<file path="src/rtl/traffic_pkg.sv">
// Shared types and default timing for the traffic controller and crossing heads.
package traffic_pkg;

  // Pedestrian crossing-head state encoding
  typedef enum logic [1:0] {
    PED_IDLE    = 2'd0,
    PED_REQUEST = 2'd1,
    PED_WALK    = 2'd2,
    PED_CLEAR   = 2'd3
  } ped_state_t;

  localparam int unsigned DEF_DEBOUNCE_CYCLES = 4;
  localparam int unsigned DEF_CLEAR_CYCLES    = 12;
  localparam int unsigned DEF_FLASH_DIV       = 2;
  localparam int unsigned DEF_CNT_W           = 4;

  // Active level of the controller's walk grant
  localparam logic WALK_ON = 1'b1;

endpackage

</file>
<file path="src/rtl/btn_debounce.sv">
// Push-button conditioner: 2-flop synchroniser, debounce counter,
// debounced level and a one-cycle press pulse on its rising edge.
module btn_debounce
  import traffic_pkg::*;
#(
  parameter int unsigned DEBOUNCE_CYCLES = DEF_DEBOUNCE_CYCLES
) (
  input  logic clk,
  input  logic rst,
  input  logic btn_raw_i,
  output logic level_o,
  output logic press_o
);

  localparam int unsigned DB_W = (DEBOUNCE_CYCLES > 1) ? $clog2(DEBOUNCE_CYCLES) : 1;

  logic            sync1_q, sync2_q;
  logic            level_q, level_d;
  logic            press_q, press_d;
  logic [DB_W-1:0] cnt_q, cnt_d;

  // Count consecutive samples disagreeing with the debounced level
  always_comb begin
    level_d = level_q;
    press_d = 1'b0;
    cnt_d   = '0;
    if (sync2_q != level_q) begin
      if (cnt_q == DB_W'(DEBOUNCE_CYCLES - 1)) begin
        level_d = sync2_q;
        press_d = sync2_q;
      end else begin
        cnt_d = cnt_q + DB_W'(1);
      end
    end
  end

  // Synchroniser and debounce registers
  always_ff @(posedge clk or posedge rst) begin
    if (rst) begin
      sync1_q <= 1'b0;
      sync2_q <= 1'b0;
      level_q <= 1'b0;
      press_q <= 1'b0;
      cnt_q   <= '0;
    end else begin
      sync1_q <= btn_raw_i;
      sync2_q <= sync1_q;
      level_q <= level_d;
      press_q <= press_d;
      cnt_q   <= cnt_d;
    end
  end

  assign level_o = level_q;
  assign press_o = press_q;

endmodule

</file>
<file path="src/rtl/ped_crossing_request.sv">
// Pedestrian crossing head: holds a debounced request to the controller
// until walk is granted, and drives WAIT / WALK / DON'T-WALK lamps with a
// flashing clearance countdown. Define PED_AUDIO_EN to add the beep output.
module ped_crossing_request
  import traffic_pkg::*;
#(
  parameter int unsigned DEBOUNCE_CYCLES = DEF_DEBOUNCE_CYCLES,
  parameter int unsigned CLEAR_CYCLES    = DEF_CLEAR_CYCLES,
  parameter int unsigned FLASH_DIV       = DEF_FLASH_DIV,
  parameter int unsigned CNT_W           = DEF_CNT_W
) (
  input  logic             clk,
  input  logic             rst,
  input  logic             btn_raw,
  input  logic             walk,
  output logic             pedestrian_button,
  output logic             wait_lamp,
  output logic             walk_lamp,
  output logic             dont_walk_lamp,
`ifdef PED_AUDIO_EN
  output logic             beep,
`endif
  output logic [CNT_W-1:0] countdown
);

  localparam logic [1:0] ST_IDLE    = PED_IDLE;
  localparam logic [1:0] ST_REQUEST = PED_REQUEST;
  localparam logic [1:0] ST_WALK    = PED_WALK;
  localparam logic [1:0] ST_CLEAR   = PED_CLEAR;

  localparam int unsigned FL_W = (FLASH_DIV > 1) ? $clog2(FLASH_DIV) : 1;

  logic             press;
  logic             unused_btn_level;

  logic [1:0]       state_q, state_d;
  logic [CNT_W-1:0] cnt_q, cnt_d;
  logic [FL_W-1:0]  fdiv_q, fdiv_d;
  logic             pend_q, pend_d;
  logic             flash_tick;
  logic             pb_q, pb_d;
  logic             wait_q, wait_d;
  logic             wl_q, wl_d;
  logic             dw_q, dw_d;
`ifdef PED_AUDIO_EN
  logic             beep_q, beep_d;
`endif

  btn_debounce #(
    .DEBOUNCE_CYCLES(DEBOUNCE_CYCLES)
  ) u_btn_debounce (
    .clk      (clk),
    .rst      (rst),
    .btn_raw_i(btn_raw),
    .level_o  (unused_btn_level),
    .press_o  (press)
  );

  // Next-state, countdown, pending and lamp decode
  always_comb begin
    state_d    = state_q;
    cnt_d      = cnt_q;
    fdiv_d     = fdiv_q;
    pend_d     = pend_q;
    flash_tick = 1'b0;

    case (state_q)
      ST_IDLE: begin
        if (walk == WALK_ON)  state_d = ST_WALK;
        else if (press)       state_d = ST_REQUEST;
      end
      ST_REQUEST: begin
        if (walk == WALK_ON)  state_d = ST_WALK;
      end
      ST_WALK: begin
        if (press) pend_d = 1'b1;
        if (walk != WALK_ON) begin
          state_d = ST_CLEAR;
          cnt_d   = CNT_W'(CLEAR_CYCLES - 1);
          fdiv_d  = '0;
        end
      end
      default: begin
        if (walk == WALK_ON) begin
          state_d = ST_WALK;
          cnt_d   = '0;
          pend_d  = pend_q | press;
        end else if (cnt_q == '0) begin
          // A press in the final clearance cycle still counts as a request
          state_d = (pend_q || press) ? ST_REQUEST : ST_IDLE;
          pend_d  = 1'b0;
        end else begin
          cnt_d  = cnt_q - CNT_W'(1);
          pend_d = pend_q | press;
          if (fdiv_q == FL_W'(FLASH_DIV - 1)) begin
            fdiv_d     = '0;
            flash_tick = 1'b1;
          end else begin
            fdiv_d = fdiv_q + FL_W'(1);
          end
        end
      end
    endcase

    pb_d   = (state_d == ST_REQUEST);
    wait_d = (state_d == ST_REQUEST);
    wl_d   = (state_d == ST_WALK);
    dw_d   = 1'b1;
    if (state_d == ST_WALK) begin
      dw_d = 1'b0;
    end else if (state_d == ST_CLEAR && state_q == ST_CLEAR) begin
      dw_d = dw_q ^ flash_tick;
    end

`ifdef PED_AUDIO_EN
    beep_d = 1'b0;
    if (state_d == ST_WALK) begin
      beep_d = ~beep_q;
    end else if (state_d == ST_CLEAR && state_q == ST_CLEAR) begin
      beep_d = 1'b1;
    end
`endif
  end

  // State and registered outputs
  always_ff @(posedge clk or posedge rst) begin
    if (rst) begin
      state_q <= ST_IDLE;
      cnt_q   <= '0;
      fdiv_q  <= '0;
      pend_q  <= 1'b0;
      pb_q    <= 1'b0;
      wait_q  <= 1'b0;
      wl_q    <= 1'b0;
      dw_q    <= 1'b1;
`ifdef PED_AUDIO_EN
      beep_q  <= 1'b0;
`endif
    end else begin
      state_q <= state_d;
      cnt_q   <= cnt_d;
      fdiv_q  <= fdiv_d;
      pend_q  <= pend_d;
      pb_q    <= pb_d;
      wait_q  <= wait_d;
      wl_q    <= wl_d;
      dw_q    <= dw_d;
`ifdef PED_AUDIO_EN
      beep_q  <= beep_d;
`endif
    end
  end

  assign pedestrian_button = pb_q;
  assign wait_lamp         = wait_q;
  assign walk_lamp         = wl_q;
  assign dont_walk_lamp    = dw_q;
  assign countdown         = cnt_q;
`ifdef PED_AUDIO_EN
  assign beep              = beep_q;
`endif

endmodule

</file>
<file path="config.mk">
export PLATFORM = sky130hd
export DESIGN_NAME = ped_crossing_request
export DESIGN_NICKNAME = d
export VERILOG_FILES = /design/src/rtl/traffic_pkg.sv /design/src/rtl/btn_debounce.sv /design/src/rtl/ped_crossing_request.sv
export SDC_FILE = /design/constraint.sdc
export NUM_CORES = 1
export LEC_CHECK = 0
export ABC_AREA = 1
export BUFFER_PORTS_ARGS = -buffer_cell sky130_fd_sc_hd__buf_2
export CELL_PAD_IN_SITES_DETAIL_PLACEMENT = 1
export CELL_PAD_IN_SITES_GLOBAL_PLACEMENT = 1
export CORE_MARGIN = 1
export CORE_UTILIZATION = 24
export CTS_BUF_LIST = sky130_fd_sc_hd__clkbuf_2 sky130_fd_sc_hd__clkbuf_4 sky130_fd_sc_hd__clkbuf_8
export CTS_CLUSTER_DIAMETER = 150
export CTS_CLUSTER_SIZE = 40
export DETAILED_ROUTE_END_ITERATION = 8
export PLACE_DENSITY_LB_ADDON = 0.1
export SETUP_SLACK_MARGIN = 0.05
export SLEW_MARGIN = 20
export SYNTH_ARGS = -nofsm -noshare
export SYNTH_HDL_FRONTEND = slang
export SYNTH_SLANG_ARGS = --single-unit
</file>
<file path="constraint.sdc">
create_clock -name clk -period 1.6 [get_ports clk]
set_input_delay 0.16 -clock clk [delete_from_list [all_inputs] [get_ports clk]]
set_output_delay 0.16 -clock clk [all_outputs]
set_load 0.03 [all_outputs]
</file>
==> results of run 1 <==
==> sequential cells by signal (all words and copies together), names as in the netlist <==
register / cells
countdown: 4
state_q: 2
u_btn_debounce.cnt_q: 2
dont_walk_lamp: 1
fdiv_q: 1
pend_q: 1
u_btn_debounce.level_o: 1
u_btn_debounce.press_o: 1
u_btn_debounce.sync1_q: 1
u_btn_debounce.sync2_q: 1
wait_lamp: 1
walk_lamp: 1
==> cell usage after synthesis, types with 2 or more instances <==
cell     instances
nand2_1         17
dfrtp_1         16
inv_1           15
nor2_1          10
nand3_1          7
a21oi_1          4
o21ai_0          4
ha_1             3
nand2_2          3
nand4_1          3
inv_2            2
nor2_2           2
==> cell families (layout without fill, tap and decap cells) <==
logic type	after synthesis	after routing	share of synthesized area, %
AND/OR/NAND/NOR	45	45	24.7
buffers and inverters	19	35	9.10
flip-flops	17	17	51.7
AO/OA/AOI/OAI	11	11	8.80
adder cells (fa/ha/maj)	3	3	4.55
XOR/XNOR	1	1	1.06
==> repair_timing <==
| action | in CTS | in global routing |
|---|---|---|
| hold buffers | 2 | 0 |
| buffers inserted | 0 | 0 |
| hold endpoints to repair | 17 | 0 |
==> critical path: cells and delay by family (launching register included) <==
| kind | cells | cell delay, ps |
|---|---|---|
| DFF | 1 | 380 |
| and+or+nand+nor | 3 | 250 |
| adders and majority gates | 1 | 240 |
| AOI/OAI and AO/OA | 1 | 210 |
| buffers and inverters | 2 | 170 |
==> cell type report <==
type,count,share of cell area (%)
sequential,17,43.5
multi-input combinational,60,32.9
inverter,17,6.51
tap,44,5.61
timing repair buffer,14,8.42
clock buffer,4,3.06
==> metrics by stage <==
step	area, sq um	utilization, %	cells	setup slack [ps]
after global routing	981	31.1	156	102
after CTS	981	31.1	156	242
after global placement	931	29.5	150	306
final	981	31.1	156	260
after floorplan	825	-	96	193
after detailed placement	931	29.5	150	267
==> worst max path at each step <==
stage	end	from
5_1_grt	countdown[3]$_DFFE_PP0P_	countdown[0]$_DFFE_PP0P_
6_report	countdown[3]$_DFFE_PP0P_	countdown[0]$_DFFE_PP0P_
4_1_cts	countdown[3]$_DFFE_PP0P_	countdown[0]$_DFFE_PP0P_
3_5_place_dp	countdown[3]$_DFFE_PP0P_	countdown[0]$_DFFE_PP0P_
2_1_floorplan	dont_walk_lamp$_DFF_PP1_	countdown[0]$_DFFE_PP0P_
3_3_place_gp	countdown[3]$_DFFE_PP0P_	countdown[0]$_DFFE_PP0P_
==> report_power, final <==
part	switching (mW)	internal, mW	total [mW]
Sequential	0.105	0.565	0.670
Clock	0.141	0.114	0.255
Combinational	0.530	0.285	0.815
==> layer usage <==
metal  up-vias  GRT usage (%)  part of all wire [%]
met5         -              0                     0
met4         0           5.84                  0.98
met3         2           1.92                   2.4
met2         9           19.6                    49
met1       311           14.2                    48
li1        329              -                     -
==> reports/results.ini, run 1 <==
[worst_hold_path]
hp-class=input pin to flip-flop
whs_endpoint=walk_lamp$_DFF_PP0_
hold_start=walk
worstHoldPathCells=1

[drt]
num_vias=651
wl_per_cell_microns=11.1
routed_wirelength_microns=1730
drt_pass1_iterations=4
antenna_left=0
drc=0
drtIter0Drc=33
viasPerCell=4.17

[synthesis]
synthesis.area_sq_um=825
yosysUniqueCellTypes=22
ys_seq_elements=17
synth-edff-count=0
synth_area_leader_cell=dfrtp_1
async_reset_ff_share_pct=100
synth_cells=96
synth_ff_type=dfrtp_1
synth.net_count=103
yosys-top-cells-area=dfrtp_1 (49%), nand2_1 (7.7%), inv_1 (6.8%), ha_1 (4.6%), nor2_1 (4.6%)
synth_area_per_cell_sq_um=8.59
yosysWarnings=0
yosys.area.top_type_share_pct=48.6
ys_seq_area_share_pct=51.7

[setup_path]
rr_endpoint=countdown[3]$_DFFE_PP0P_
cp_slowest_stage_delay_ps=380
r2r_start=countdown[0]$_DFFE_PP0P_
crit_path_end_kind=flip-flop
crit_chain=inv_1 > ha_1 > nand2_2 > o21bai_4 > nand2_1 > nand2_1 > inv_1
critPathSlowestCell=dfrtp_1
criticalPathCategory=flip-flop to flip-flop
reg2reg_slack_ps=260
start_kind=flip-flop
worst_ep_required_time_ps=1790
crit_fanout=6
r2r_cells=7
arrival_ps=1530

[final_layout]
layout_commonest_cell=nand2_1
seqCellArea_sq_um=427
nNetsFinal=120
multiInputGateArea_sq_um=323
layout_common_cells=nand2_1 (17), dfrtp_1 (16), inv_1 (15)
n_fill_cell=405
diodes=0
drive_above_1_share_pct=24.1
layout-area-overhead-vs-synth_pct=19.0

[power_and_ir_drop]
irDropWorstVdd_mv=0.594
p_leak_nw=0.516
power.total_mw=1.74
power_density_nw_per_um2=1770

[grt]
antenna_found_initial=0
grt_pass1_wl_microns=3060
grt_util_all_layers_pct=11.6
grt_max_degree=18
grt-ovfl-total=0
grt_pass1_vias=728

[sta]
grt_setup_unrepaired=no
worst_pin_slew_ps=237
fin_hold_ws_ps=45.7
finalHoldViolCount=0
finalCritPeriodShare_pct=83.8
setup_violations=0
period_needed_ps=1340
fmax_mhz=746
finalMaxSlewViolations=0
slew_headroom_pct=84.2
setup_tns_ps=0
fin_skew_ps=10.1

[clock_network]
h-tree-depth=1
clkTransAtPathRegs_ps=110
cts_buffer_depth=2
cts_inserted_buffers=3
cts_resized=0
cts.sinks=17
root_buffer=clkbuf_4
clock_latency_ps=300
cts_tree=built

[placed_design]
dp_hpwl_microns=1290
numPortBuffers=11
gp_congestion=0.676

[status]
outcome=complete, no violations

[floorplan]
dieArea_sq_um=3670
fp.dieW_microns=60.6
boundaryPins=12
core_area_sq_um=3150
die_h_microns=60.6
initial_core_util_pct=26.2
rows=20

[flow_run]
maxCapViolations=0

(Power assumes the default switching activity.)
==> inputs of run 2 (changes only) <==
==> constraint.sdc (replaced) <==
create_clock -name clk -period 1.2 [get_ports clk]
set_input_delay 0.12 -clock clk [delete_from_list [all_inputs] [get_ports clk]]
set_output_delay 0.12 -clock clk [all_outputs]
set_load 0.03 [all_outputs]
==> run 2 against run 1 <==
Clock skew down 5.0 ps. Maximum frequency rose by 12%. Non-clock buffer count grew 5. Sequential power is 38% higher. Setup slack lost 260 ps. Sequential cell count unchanged. First-iteration DRC count increased by 9.1%. Largest cell class unchanged. Largest power group unchanged. Highest routed layer unchanged.
==> reports/results.ini, run 2 (synthesis gave the netlist of run 1 again) <==
[status]
outcome=complete, no violations

[grt]
grt-ovfl-total=0  ; unchanged
grt_max_degree=12  ; -6
top_usage_layer=met2
use_met3_pct=3.84  ; +1.9 points
antenna_found_initial=0  ; unchanged
grt_pass1_wl_microns=3170  ; +3.6%
met1_usage_pct=13.2  ; -0.93 points
grt_pass1_vias=698  ; -4.1%
met2_usage_pct=22.1  ; +2.5 points
grt_util_all_layers_pct=12.2  ; +0.67 points

[sta]
period_needed_ps=1200  ; -144 ps
finalCritPeriodShare_pct=99.6  ; +16 points
finalHoldViolCount=0  ; unchanged
fin_skew_ps=5.15  ; -4.97 ps
fmax_mhz=836  ; +12%
setup_violations=0  ; unchanged
setup_tns_ps=0  ; unchanged
finalMaxSlewViolations=0  ; unchanged
worst_pin_slew_ps=273  ; +36.2 ps
slew_headroom_pct=81.8  ; -2.4 points
grt_setup_unrepaired=yes

[drt]
drtIter0Drc=36  ; +9.1%
num_vias=672  ; +3.2%
drt_pass1_iterations=4  ; unchanged
viasPerCell=4.17  ; about the same
routed_wirelength_microns=1750  ; +1.1%
drc=0  ; unchanged
wl_per_cell_microns=10.9  ; -2.0%
antenna_left=0  ; unchanged

[final_layout]
largest_register_ffs=4  ; unchanged
layout_commonest_cell=nand2_1
drive_above_1_share_pct=35.9  ; +12 points
diodes=0  ; unchanged
layout-area-overhead-vs-synth_pct=32.2
nNetsFinal=125  ; +4.2%
layout_common_cells=nand2_1 (16), inv_1 (13), dfrtp_1 (13)

[setup_path]
start_kind=flip-flop
crit_path_end_kind=flip-flop
path_buf_inv=2  ; unchanged
worst_ep_required_time_ps=1400  ; -390 ps
crit_fanout=5  ; -1
r2r_cells=7  ; unchanged
criticalPathCategory=flip-flop to flip-flop
arrival_ps=1400  ; -130 ps
crit_chain=inv_4 > ha_4 > nand2_4 > o21bai_4 > nand2_1 > nand2_1 > inv_1
rr_endpoint=countdown[3]$_DFFE_PP0P_
path_depth=7  ; unchanged
cp_slowest_stage_delay_ps=440  ; +60 ps
reg2reg_slack_ps=4  ; -260 ps
critPathSlowestCell=dfrtp_2
r2r_start=countdown[1]$_DFFE_PP0P_
critical_path.most_common_cell=nand2_1
cp_top_family=flip-flops
cp-startpoint=countdown[1]$_DFFE_PP0P_
crit_end=countdown[3]$_DFFE_PP0P_

[placed_design]
numPortBuffers=11  ; unchanged
dp_hpwl_microns=1360  ; +5.0%
gp_congestion=0.695  ; +2.7%

[floorplan]
boundaryPins=12  ; unchanged
fp.dieW_microns=60.6  ; unchanged
die_h_microns=60.6  ; unchanged
core_area_sq_um=3150  ; unchanged
dieArea_sq_um=3670  ; unchanged
rows=20  ; unchanged
initial_core_util_pct=26.2  ; unchanged

[clock_network]
clock_latency_ps=300  ; about the same
cts.sinks=17  ; unchanged
root_buffer=clkbuf_4
clkTransAtPathRegs_ps=110  ; about the same
h-tree-depth=1  ; unchanged
cts_inserted_buffers=3  ; unchanged
cts_buffer_depth=2  ; unchanged
cts_tree=built

[power_and_ir_drop]
seqPwrFrac_pct=35.3  ; -3.2 points
power.total_mw=2.62  ; +51%
p_switching_mw=1.17  ; +51%
pwr-share-comb_pct=52.1  ; +5.3 points
p_int_mw=1.44  ; +50%
p_leak_nw=0.545  ; +5.7%
swShare_pct=44.9  ; +0.24 points
irDropWorstVdd_mv=0.732  ; +23%
power_frac_clock_pct=12.5  ; -2.2 points
power_density_nw_per_um2=2400  ; +35%

[worst_hold_path]
hp-class=input pin to flip-flop
hold_start=walk

[flow_run]
maxCapViolations=0  ; unchanged

## run 2: changes by cell type in the layout (fill, tap and decap cells not counted), moves of 3 or more
| cell | before | now |
|---|---|---|
| dfrtp_2 | 0 | 3 |
| buf_6 | 0 | 3 |
| dfrtp_1 | 16 | 13 |
| buf_4 | 1 | 5 |
## run 2: area by class of cell
cell class | count | area (sq um)
clock inverters | 1 | 7.51
clock buffers | 3 | 22.5
multi-input cells | 60 | 369
well taps | 44 | 55.1
fillers | 394 | 2060
flip-flops and latches | 17 | 430
repair buffers | 19 | 136
inverters | 17 | 68.8
## run 2: how the worst min path moves through the flow
stage	to	slack, ps	depth (start not counted)
after CTS	walk_lamp$_DFF_PP0_	70	2
after detailed placement	walk_lamp$_DFF_PP0_	70	2
after global routing	walk_lamp$_DFF_PP0_	70	2
after global placement	walk_lamp$_DFF_PP0_	70	2
final	walk_lamp$_DFF_PP0_	70	2
after floorplan	countdown[2]$_DFFE_PP0P_	50	1
## run 2: power by group through the flow
stage	Combinational [mW]	Clock (mW)	Sequential [mW]
after floorplan	0.796	0	1.07
after detailed placement	1.24	0	0.935
after global placement	1.23	0	0.924
after CTS	1.36	0.361	0.925
after global routing	1.56	0.375	0.951
final	1.37	0.328	0.926
## run 2: per-stage QoR
| step | instance area, sq um | std cells | util [%] | setup WS, ps | hold WS (ps) |
|---|---|---|---|---|---|
| 2_1_floorplan | 867 | 96 | - | 10.6 | 45.2 |
| 3_3_place_gp | 988 | 152 | 31.3 | -5.16 | 66.7 |
| 3_5_place_dp | 988 | 152 | 31.3 | -20.3 | 67.1 |
| 4_1_cts | 1080 | 161 | 34.2 | 7.35 | 72.8 |
| 5_1_grt | 1090 | 161 | 34.6 | -53.0 | 68.4 |
| 6_report | 1090 | 161 | 34.6 | 4.22 | 75.0 |
## run 2: metal layers
layer	vias to the layer above	share of wire [%]
li1	342	-
met3	4	3.2
met1	315	45
met2	11	49
met4	0	1.9
met5	-	0
## run 2: worst reg2reg max path: stages, from the launching register on
cell	delay, ps
dfrtp_2	440
inv_4	90
ha_4	160
nand2_4	70
o21bai_4	190
nand2_1	80
nand2_1	60
inv_1	30
## run 2: repair_timing
action	CTS	global route
buffers inserted	3	0
setup endpoints to repair	9	10
hold buffers	2	0
hold endpoints to repair	7	0
resized for setup	6	3
pin swaps	0	2
==> inputs of run 3 (changes only) <==
--- a/config.mk
+++ b/config.mk
@@ -15,6 +15,7 @@
 export CTS_CLUSTER_DIAMETER = 150
 export CTS_CLUSTER_SIZE = 40
 export DETAILED_ROUTE_END_ITERATION = 8
+export MAX_ROUTING_LAYER = met4
 export PLACE_DENSITY_LB_ADDON = 0.1
 export SETUP_SLACK_MARGIN = 0.05
 export SLEW_MARGIN = 20
==> run 3 against run 2 <==
Final cell count increased by 0.62%. Worst hold slack about the same. Clock power barely moved. First-iteration DRC count is 22% lower. Global-route usage increased by 0.44 points. Routed wire length is 0.29% higher.
==> reports/results.ini, run 3 (synthesis gave the netlist of run 1 again) <==
[setup_path]
crit_chain=inv_4 > ha_4 > nand2_4 > o21bai_4 > nand2_1 > nand2_1 > inv_1
r2r_cells=7  ; unchanged
criticalPathCategory=flip-flop to flip-flop
rr_endpoint=countdown[3]$_DFFE_PP0P_
arrival_ps=1400  ; about the same
cp-startpoint=countdown[1]$_DFFE_PP0P_
worst_ep_required_time_ps=1400  ; about the same
critical_path.most_common_cell=nand2_1
crit_fanout=5  ; unchanged
reg2reg_slack_ps=2  ; about the same
start_kind=flip-flop
critPathSlowestCell=dfrtp_2
r2r_start=countdown[1]$_DFFE_PP0P_
crit_path_end_kind=flip-flop
cp_slowest_stage_delay_ps=440  ; about the same

[sta]
slew_headroom_pct=81.8  ; about the same
layout_setup_ws_ps=1.58  ; -2.64 ps
period_needed_ps=1200  ; +2.64 ps
grt_setup_unrepaired=yes
fmax_mhz=834  ; -0.22%
finalMaxSlewViolations=0  ; unchanged
finalCritPeriodShare_pct=99.9  ; +0.22 points
worst_pin_slew_ps=273  ; -0.0135 ps
setup_violations=0  ; unchanged
finalHoldViolCount=0  ; unchanged
fin_skew_ps=6.14  ; +0.992 ps

[grt]
grt_max_degree=12  ; unchanged
antenna_found_initial=0  ; unchanged
grt_pass1_wl_microns=3180  ; +0.41%
grt-ovfl-total=0  ; unchanged
grt_util_all_layers_pct=12.7  ; +0.44 points
grt_pass1_vias=698  ; unchanged

[clock_network]
cts.sinks=17  ; unchanged
cts_inserted_buffers=3  ; unchanged
cts_buffer_depth=2  ; unchanged
clock_latency_ps=300  ; about the same
clkTransAtPathRegs_ps=110  ; about the same
root_buffer=clkbuf_4
cts_tree=built
h-tree-depth=1  ; unchanged

[power_and_ir_drop]
irDropWorstVdd_mv=0.737  ; +0.70%
p_leak_nw=0.549  ; +0.75%
power_density_nw_per_um2=2400  ; -0.30%

[worst_hold_path]
hold_start=walk
worstHoldPathCells=2  ; unchanged
hp-class=input pin to flip-flop
whs_endpoint=walk_lamp$_DFF_PP0_

[final_layout]
layout_common_cells=nand2_1 (16), inv_1 (13), dfrtp_1 (13)
drive_above_1_share_pct=36.4  ; +0.54 points
layout_commonest_cell=nand2_1
n_fill_cell=395  ; +0.25%
diodes=0  ; unchanged
largest_register_ffs=4  ; unchanged
fin_area_sq_um=1100  ; +0.69%
seqCellArea_sq_um=430  ; unchanged
layout-area-overhead-vs-synth_pct=33.1
nNetsFinal=126  ; +0.80%
multiInputGateArea_sq_um=369  ; unchanged

[status]
outcome=complete, no violations

[drt]
wl_per_cell_microns=10.8  ; -0.33%
drt_pass1_iterations=2  ; -2
drc=0  ; unchanged
routed_wirelength_microns=1760  ; +0.29%
antenna_left=0  ; unchanged
viasPerCell=4.12  ; -1.2%
drtIter0Drc=28  ; -22%
num_vias=668  ; -0.60%

[floorplan]
die_h_microns=60.6  ; unchanged
core_area_sq_um=3150  ; unchanged
rows=20  ; unchanged
fp.dieW_microns=60.6  ; unchanged
boundaryPins=12  ; unchanged
initial_core_util_pct=26.2  ; unchanged
dieArea_sq_um=3670  ; unchanged

[placed_design]
numPortBuffers=11  ; unchanged
gp_congestion=0.702  ; +1.1%
dpl_worst_slack_ps=-20.3  ; unchanged
dpl_cell_area_sq_um=988  ; unchanged
dp_hpwl_microns=1360  ; unchanged

[flow_run]
maxCapViolations=0  ; unchanged

==> run 3: cell count changes in the layout (fill, tap and decap cells not counted) <==
cell and delta:
buf_4 +1
==> run 3: what timing repair did <==
| item | in CTS | in global routing |
|---|---|---|
| gates resized for setup | 6 | 3 |
| hold endpoints to repair | 7 | 0 |
| hold buffers | 2 | 0 |
| buffers inserted | 3 | 1 |
| endpoints found under the setup margin | 9 | 10 |
| pin swaps | 0 | 1 |
==> run 3: cell type report <==
class | instances | area share, %
multi-input combinational | 60 | 33.6
tap | 44 | 5.02
clock buffer | 3 | 2.05
inverter | 17 | 6.27
sequential | 17 | 39.2
timing repair buffer | 20 | 13.1
clock inverter | 1 | 0.684
==> run 3: worst max path at each step <==
| stage | cells after the start | slack (ps) | to |
|---|---|---|---|
| finish | 7 | 2 | countdown[3]$_DFFE_PP0P_ |
| global route | 7 | -50 | countdown[3]$_DFFE_PP0P_ |
| CTS | 8 | 7 | wait_lamp$_DFF_PP0_ |
| detailed placement | 8 | -20 | wait_lamp$_DFF_PP0_ |
| global placement | 6 | -5 | countdown[1]$_DFFE_PP0P_ |
| floorplan | 7 | 10 | countdown[3]$_DFFE_PP0P_ |
==> run 3: per-layer routing <==
layer	up-vias	GRT usage, %	part of all wire [%]	wire, microns
li1	344	-	-	-
met1	311	13.2	45	784
met2	9	22.3	51	888
met3	4	3.84	3.1	54
met4	0	4.87	1.5	27
met5	-	-	0	0
==> run 3: where the power goes <==
part,switching [mW],total [mW],leakage (nW),internal (mW)
clock network,0.202,0.329,0.0139,0.127
registers,0.160,0.922,0.198,0.762
logic,0.815,1.38,0.337,0.564
==> run 3: stage by stage <==
| stage | std cells | power [mW] | utilization (%) | TNS (ps) | hold WS [ps] |
|---|---|---|---|---|---|
| 4_1_cts | 161 | 2.64 | 34.2 | 0 | 72.8 |
| 5_1_grt | 162 | 2.89 | 34.8 | -159 | 66.2 |
| 2_1_floorplan | 96 | 1.86 | - | 0 | 45.2 |
| 3_3_place_gp | 152 | 2.16 | 31.3 | -5.72 | 66.7 |
| 6_report | 162 | 2.63 | 34.8 | 0 | 75.0 |
| 3_5_place_dp | 152 | 2.17 | 31.3 | -20.3 | 67.1 |
==> run 3: worst max-delay path, delay by kind of cell, from the launching register on <==
family | cells | cell delay, ps
simple gates | 3 | 210
flops | 1 | 440
buf+inv | 2 | 120
fa+ha+maj | 1 | 160
compound gates | 1 | 190
